**config.mk**
```make
export PLATFORM = sky130hd
export DESIGN_NAME = vc_route_unit
export DESIGN_NICKNAME = d
export VERILOG_FILES = /design/src/rtl/vc_route_unit.sv
export SDC_FILE = /design/constraint.sdc
export NUM_CORES = 1
export LEC_CHECK = 0
export ABC_AREA = 1
export BUFFER_PORTS_ARGS = -buffer_cell sky130_fd_sc_hd__buf_2
export CORE_AREA = 2 2 49 51
export DETAILED_ROUTE_END_ITERATION = 10
export DIE_AREA = 0 0 51 53
export PLACE_DENSITY_LB_ADDON = 0.15
export SYNTH_ARGS = -nofsm -noshare
export SYNTH_HDL_FRONTEND = slang
export SYNTH_SLANG_ARGS = --single-unit
```
**constraint.sdc**
```tcl
create_clock -name clk -period 1.4 [get_ports clk]
set_clock_uncertainty 0.1 [all_clocks]
set_input_delay 0.21 -clock clk [delete_from_list [all_inputs] [get_ports clk]]
set_output_delay 0.21 -clock clk [all_outputs]
set_load 0.01 [all_outputs]
```
**src/rtl/vc_route_unit.sv**
```systemverilog
// rtl/vc_route_unit.sv - per-VC dimension-ordered route computation stage
module vc_route_unit #(
    parameter int X_CURRENT    = 0,
    parameter int Y_CURRENT    = 0,
    parameter int X_ADDR_W     = 4,
    parameter int Y_ADDR_W     = 4,
    parameter int VC_NUM       = 4,
    parameter int ROUTING_MODE = 0
) (
    input  logic                      clk,
    input  logic                      rst_n,
    input  logic                      in_valid,
    output logic                      in_ready,
    input  logic [$clog2(VC_NUM)-1:0] in_vc,
    input  logic [1:0]                in_flit_type,
    input  logic [X_ADDR_W-1:0]       in_x_dest,
    input  logic [Y_ADDR_W-1:0]       in_y_dest,
    output logic                      out_valid,
    input  logic                      out_ready,
    output logic [$clog2(VC_NUM)-1:0] out_vc,
    output logic [1:0]                out_flit_type,
    output logic [2:0]                out_port,
    output logic [VC_NUM-1:0]         vc_active,
    output logic                      err_protocol
);

    localparam int VC_W = $clog2(VC_NUM);

    // Next-hop port encoding shared with the switch allocator.
    localparam logic [2:0] PORT_LOCAL = 3'd0;
    localparam logic [2:0] PORT_NORTH = 3'd1;
    localparam logic [2:0] PORT_SOUTH = 3'd2;
    localparam logic [2:0] PORT_EAST  = 3'd3;
    localparam logic [2:0] PORT_WEST  = 3'd4;

    localparam logic [1:0] FLIT_HEAD     = 2'b00;
    localparam logic [1:0] FLIT_BODY     = 2'b01;
    localparam logic [1:0] FLIT_TAIL     = 2'b10;
    localparam logic [1:0] FLIT_HEADTAIL = 2'b11;

    // Router coordinates widened by one bit so offsets are true signed values.
    localparam logic signed [X_ADDR_W:0] X_CUR_S = (X_ADDR_W+1)'(X_CURRENT);
    localparam logic signed [Y_ADDR_W:0] Y_CUR_S = (Y_ADDR_W+1)'(Y_CURRENT);

    typedef enum logic {
        VC_IDLE   = 1'b0,
        VC_ACTIVE = 1'b1
    } vc_state_t;

    vc_state_t              vc_state_q [VC_NUM];
    vc_state_t              vc_state_d [VC_NUM];
    logic [2:0]             route_q    [VC_NUM];
    logic [2:0]             route_d    [VC_NUM];

    logic                   out_valid_q, out_valid_d;
    logic [VC_W-1:0]        out_vc_q, out_vc_d;
    logic [1:0]             out_type_q, out_type_d;
    logic [2:0]             out_port_q, out_port_d;
    logic                   err_q, err_d;

    logic signed [X_ADDR_W:0] dx;
    logic signed [Y_ADDR_W:0] dy;
    logic                   dx_neg, dx_pos, dy_neg, dy_pos;
    logic [2:0]             new_route;
    logic                   load;
    logic                   sel_active;

    // Signed offsets: the destination is zero-extended before subtracting.
    assign dx = $signed({1'b0, in_x_dest}) - X_CUR_S;
    assign dy = $signed({1'b0, in_y_dest}) - Y_CUR_S;

    // Dimension-ordered route for the incoming head flit.
    always_comb begin
        dx_neg    = dx[X_ADDR_W];
        dx_pos    = !dx[X_ADDR_W] && (dx != '0);
        dy_neg    = dy[Y_ADDR_W];
        dy_pos    = !dy[Y_ADDR_W] && (dy != '0);
        new_route = PORT_LOCAL;
        if (ROUTING_MODE == 0) begin
            if (dx_neg)      new_route = PORT_WEST;
            else if (dx_pos) new_route = PORT_EAST;
            else if (dy_neg) new_route = PORT_NORTH;
            else if (dy_pos) new_route = PORT_SOUTH;
            else             new_route = PORT_LOCAL;
        end else begin
            if (dy_neg)      new_route = PORT_NORTH;
            else if (dy_pos) new_route = PORT_SOUTH;
            else if (dx_neg) new_route = PORT_WEST;
            else if (dx_pos) new_route = PORT_EAST;
            else             new_route = PORT_LOCAL;
        end
    end

    // Ready whenever the output register is empty or being drained; also during reset.
    assign in_ready   = !rst_n || !out_valid_q || out_ready;
    assign load       = in_valid && in_ready;
    assign sel_active = (vc_state_q[in_vc] == VC_ACTIVE);

    // Per-VC state machine and output register next-state.
    always_comb begin
        vc_state_d  = vc_state_q;
        route_d     = route_q;
        out_vc_d    = out_vc_q;
        out_type_d  = out_type_q;
        out_port_d  = out_port_q;
        out_valid_d = out_valid_q && !out_ready;
        err_d       = 1'b0;
        if (load) begin
            out_valid_d = 1'b1;
            out_vc_d    = in_vc;
            out_type_d  = in_flit_type;
            case (in_flit_type)
                FLIT_HEAD: begin
                    out_port_d        = new_route;
                    route_d[in_vc]    = new_route;
                    vc_state_d[in_vc] = VC_ACTIVE;
                    err_d             = sel_active;
                end
                FLIT_HEADTAIL: begin
                    out_port_d        = new_route;
                    vc_state_d[in_vc] = VC_IDLE;
                    err_d             = sel_active;
                end
                FLIT_BODY: begin
                    if (sel_active) begin
                        out_port_d = route_q[in_vc];
                    end else begin
                        out_port_d = PORT_LOCAL;
                        err_d      = 1'b1;
                    end
                end
                FLIT_TAIL: begin
                    if (sel_active) begin
                        out_port_d        = route_q[in_vc];
                        vc_state_d[in_vc] = VC_IDLE;
                    end else begin
                        out_port_d = PORT_LOCAL;
                        err_d      = 1'b1;
                    end
                end
            endcase
        end
    end

    // State, stored routes and output register all update on the load edge.
    always_ff @(posedge clk) begin
        if (!rst_n) begin
            for (int i = 0; i < VC_NUM; i++) begin
                vc_state_q[i] <= VC_IDLE;
                route_q[i]    <= PORT_LOCAL;
            end
            out_valid_q <= 1'b0;
            out_vc_q    <= '0;
            out_type_q  <= FLIT_HEAD;
            out_port_q  <= PORT_LOCAL;
            err_q       <= 1'b0;
        end else begin
            for (int i = 0; i < VC_NUM; i++) begin
                vc_state_q[i] <= vc_state_d[i];
                route_q[i]    <= route_d[i];
            end
            out_valid_q <= out_valid_d;
            out_vc_q    <= out_vc_d;
            out_type_q  <= out_type_d;
            out_port_q  <= out_port_d;
            err_q       <= err_d;
        end
    end

    // Expose which VCs currently hold a route.
    always_comb begin
        vc_active = '0;
        for (int i = 0; i < VC_NUM; i++) begin
            vc_active[i] = (vc_state_q[i] == VC_ACTIVE);
        end
    end

    assign out_valid     = out_valid_q;
    assign out_vc        = out_vc_q;
    assign out_flit_type = out_type_q;
    assign out_port      = out_port_q;
    assign err_protocol  = err_q;

endmodule

```
==> flow_summary.toml <==
[run_status]
status = "completed"

[drt]
drt_iter0_drc = 19
routed_wl_um = 2182
detail_route.first_pass.iterations = 4
vias = 1038
routed.top_layer = "met4"
met3_length_um = 100
wl_per_cell_um = 10.24
wl_met2_um = 996
wl_met1_um = 1054
ant_nets = 0
route.detailed.drc = 0
viasPerCell = 4.873

[floorplanning]
dieHeight_um = 53
die_w_um = 51
core_sq_um = 2148
dieArea_sq_um = 2703
initial_utilization = 0.4770
num_rows = 17
pin_count = 30

[layout]
nets = 206
finalNonFillerCells = 213
multi_input_area_sq_um = 534.3
fin_util = 0.5772
seqCellArea_sq_um = 400.4
fillers = 217
antenna_cells = 0
postLayoutCellArea_sq_um = 1240
syn2layout_area_growth_pct = 21.00
final_layout_size_suffix_gt1_frac = 0.2216

[sta]
period_minus_slack_ns = 1.239
fmax_mhz = 807.4
rsz0062_at_grt = "false"
final-hold-violation-count = 0
min_period_over_period = 0.8847
maxSlewViolCount = 0
setup_tns_ns = 0
setup_viol = 0

[logic_synthesis]
ys_types = 20
yosysSeqAreaShare = 0.3907
yosysWarnings = 0
avgSynthCellArea_sq_um = 6.654
ys_ff_latch = 20
netlist_instances = 154
synth_fp_nets = 174
syn_area_sq_um = 1025

[grt]
grt_pass1_vias = 921
grt_start_max_net_pins = 12
grt_overflow = 0
grt_antenna_before_repair = 0
grt_usage = 0.1867
grt_pass1_wl_um = 3774

[cts]
cts_tree = "built"
path_clk_slew_ns = 0.11
cts_buffers = 3
clockBufferDepth = 2
ctsRootBufferMaster = "clkbuf_4"
htreeDepth = 1
clkSinkCount = 20
holdBufCountCts = 0
post_cts.repair.setup_buffers = 0
cts_resized = 0
clk-insertion-delay-late_ns = 0.30

[setup_path]
path_class = "flop to output pin"
start_kind = "flop"
endpoint_kind = "output pin"
worstPathMaxFanout = 3
r2r_start = "out_valid"
arrival_ns = 0.93
rrSetupSlack_ns = 0.17
reg2reg_depth = 6
reg2reg_to = "route_q[1]"
required_ns = 1.09

[hold_path]
hp-start = "out_ready"
holdPathEnd = "out_valid"
hp-class = "input port to flop"
min_path_cells = 4

[placed_design]
placedCellCount = 209
post-dp-hpwl_um = 1713
place_congestion = 0.8750
io_buffers = 28
place_area_sq_um = 1199

[pwr]
max-vdd-ir-drop_uv = 519.5
leakagePower_nw = 0.6531
p_per_area_nw_per_um2 = 921.4

[run]
cap_violations = 0
## critical path, stage by stage, from the launching register on
cell and delay, ns:
dfxtp_1 0.35, nand3_2 0.12, buf_2 0.16
## report_power, final
part	switching, mW	internal [mW]	leakage [nW]
Combinational	0.120	0.0768	0.468
Sequential	0.0131	0.597	0.164
Clock	0.177	0.159	0.0210
## area by class of cell
cell class                 count  share of cell area
multi-input combinational    110              0.4309
clock buffer                   4             0.02926
sequential                    20              0.3229
timing repair buffer          30              0.1251
inverter                      21             0.06357
tap                           28             0.02825
## how the worst max path moves through the flow
stage               startpoint          endpoint  slack, ns  depth (start not counted)
2_1_floorplan        out_valid  out_flit_type[0]       0.18                          6
3_3_place_gp   in_flit_type[0]        route_q[6]       0.08                          8
3_5_place_dp   in_flit_type[0]        route_q[9]       0.06                          8
4_1_cts              out_valid          in_ready       0.15                          2
5_1_grt              out_valid        route_q[3]       0.04                          6
6_report             out_valid          in_ready       0.16                          2
## layer usage
layer	vias up	GRT usage
met5	-	0
met4	0	0.08108
met3	4	0.02542
met2	29	0.3290
met1	459	0.2261
li1	546	-
## synthesized netlist by cell type
cell	number	share of area
o21ai_0	7	0.034
inv_2	1	0.0037
inv_1	19	0.070
nor2_1	32	0.12
buf_2	1	0.0049
nor2_2	2	0.012
nand3_2	2	0.020
buf_4	1	0.0073
clkinv_1	1	0.0037
nand3_1	6	0.029
or2_2	1	0.0061
a21oi_1	14	0.068
xor2_1	1	0.0085
ha_1	4	0.049
dfxtp_1	20	0.39
nand2_4	1	0.011
nand2_1	33	0.12
nand4_1	6	0.037
clkbuf_1	1	0.0037
conb_1	1	0.0037
## cell families (layout without fill, tap and decap cells)
logic type               count (synthesis)  in the layout  share of synthesized area
other                                    1              1                   0.003659
flip-flops                              20             20                     0.3907
AO/OA/AOI/OAI                           21             21                     0.1026
adder cells (fa/ha/maj)                  4              4                    0.04884
AND/OR/NAND/NOR                         83             83                     0.3529
buffers and inverters                   24             55                    0.09279
XOR/XNOR                                 1              1                   0.008549
## layout by cell type (no fill, tap or decap), drive strengths merged, types with 4 or more instances in the layout
cell    netlist  layout
buf           2      30
a21oi        14      14
nand2        34      34
nand3         8       8
nor2         34      34
nand4         6       6
dfxtp        20      20
o21ai         7       7
clkbuf        1       4
inv          20      20
ha            4       4
## stage by stage
| stage | hold WS [ns] | power, mW | setup WS [ns] |
|---|---|---|---|
| after CTS | 0.1115 | 1.156 | 0.1456 |
| after global placement | 0.3664 | 0.8138 | 0.07796 |
| after floorplan | 0.2609 | 0.7434 | 0.1754 |
| after detailed placement | 0.3758 | 0.8184 | 0.05809 |
| final | 0.1060 | 1.142 | 0.1615 |
| after global routing | 0.1128 | 1.210 | 0.03867 |
Note: power is estimated with default switching activity, not from simulation.
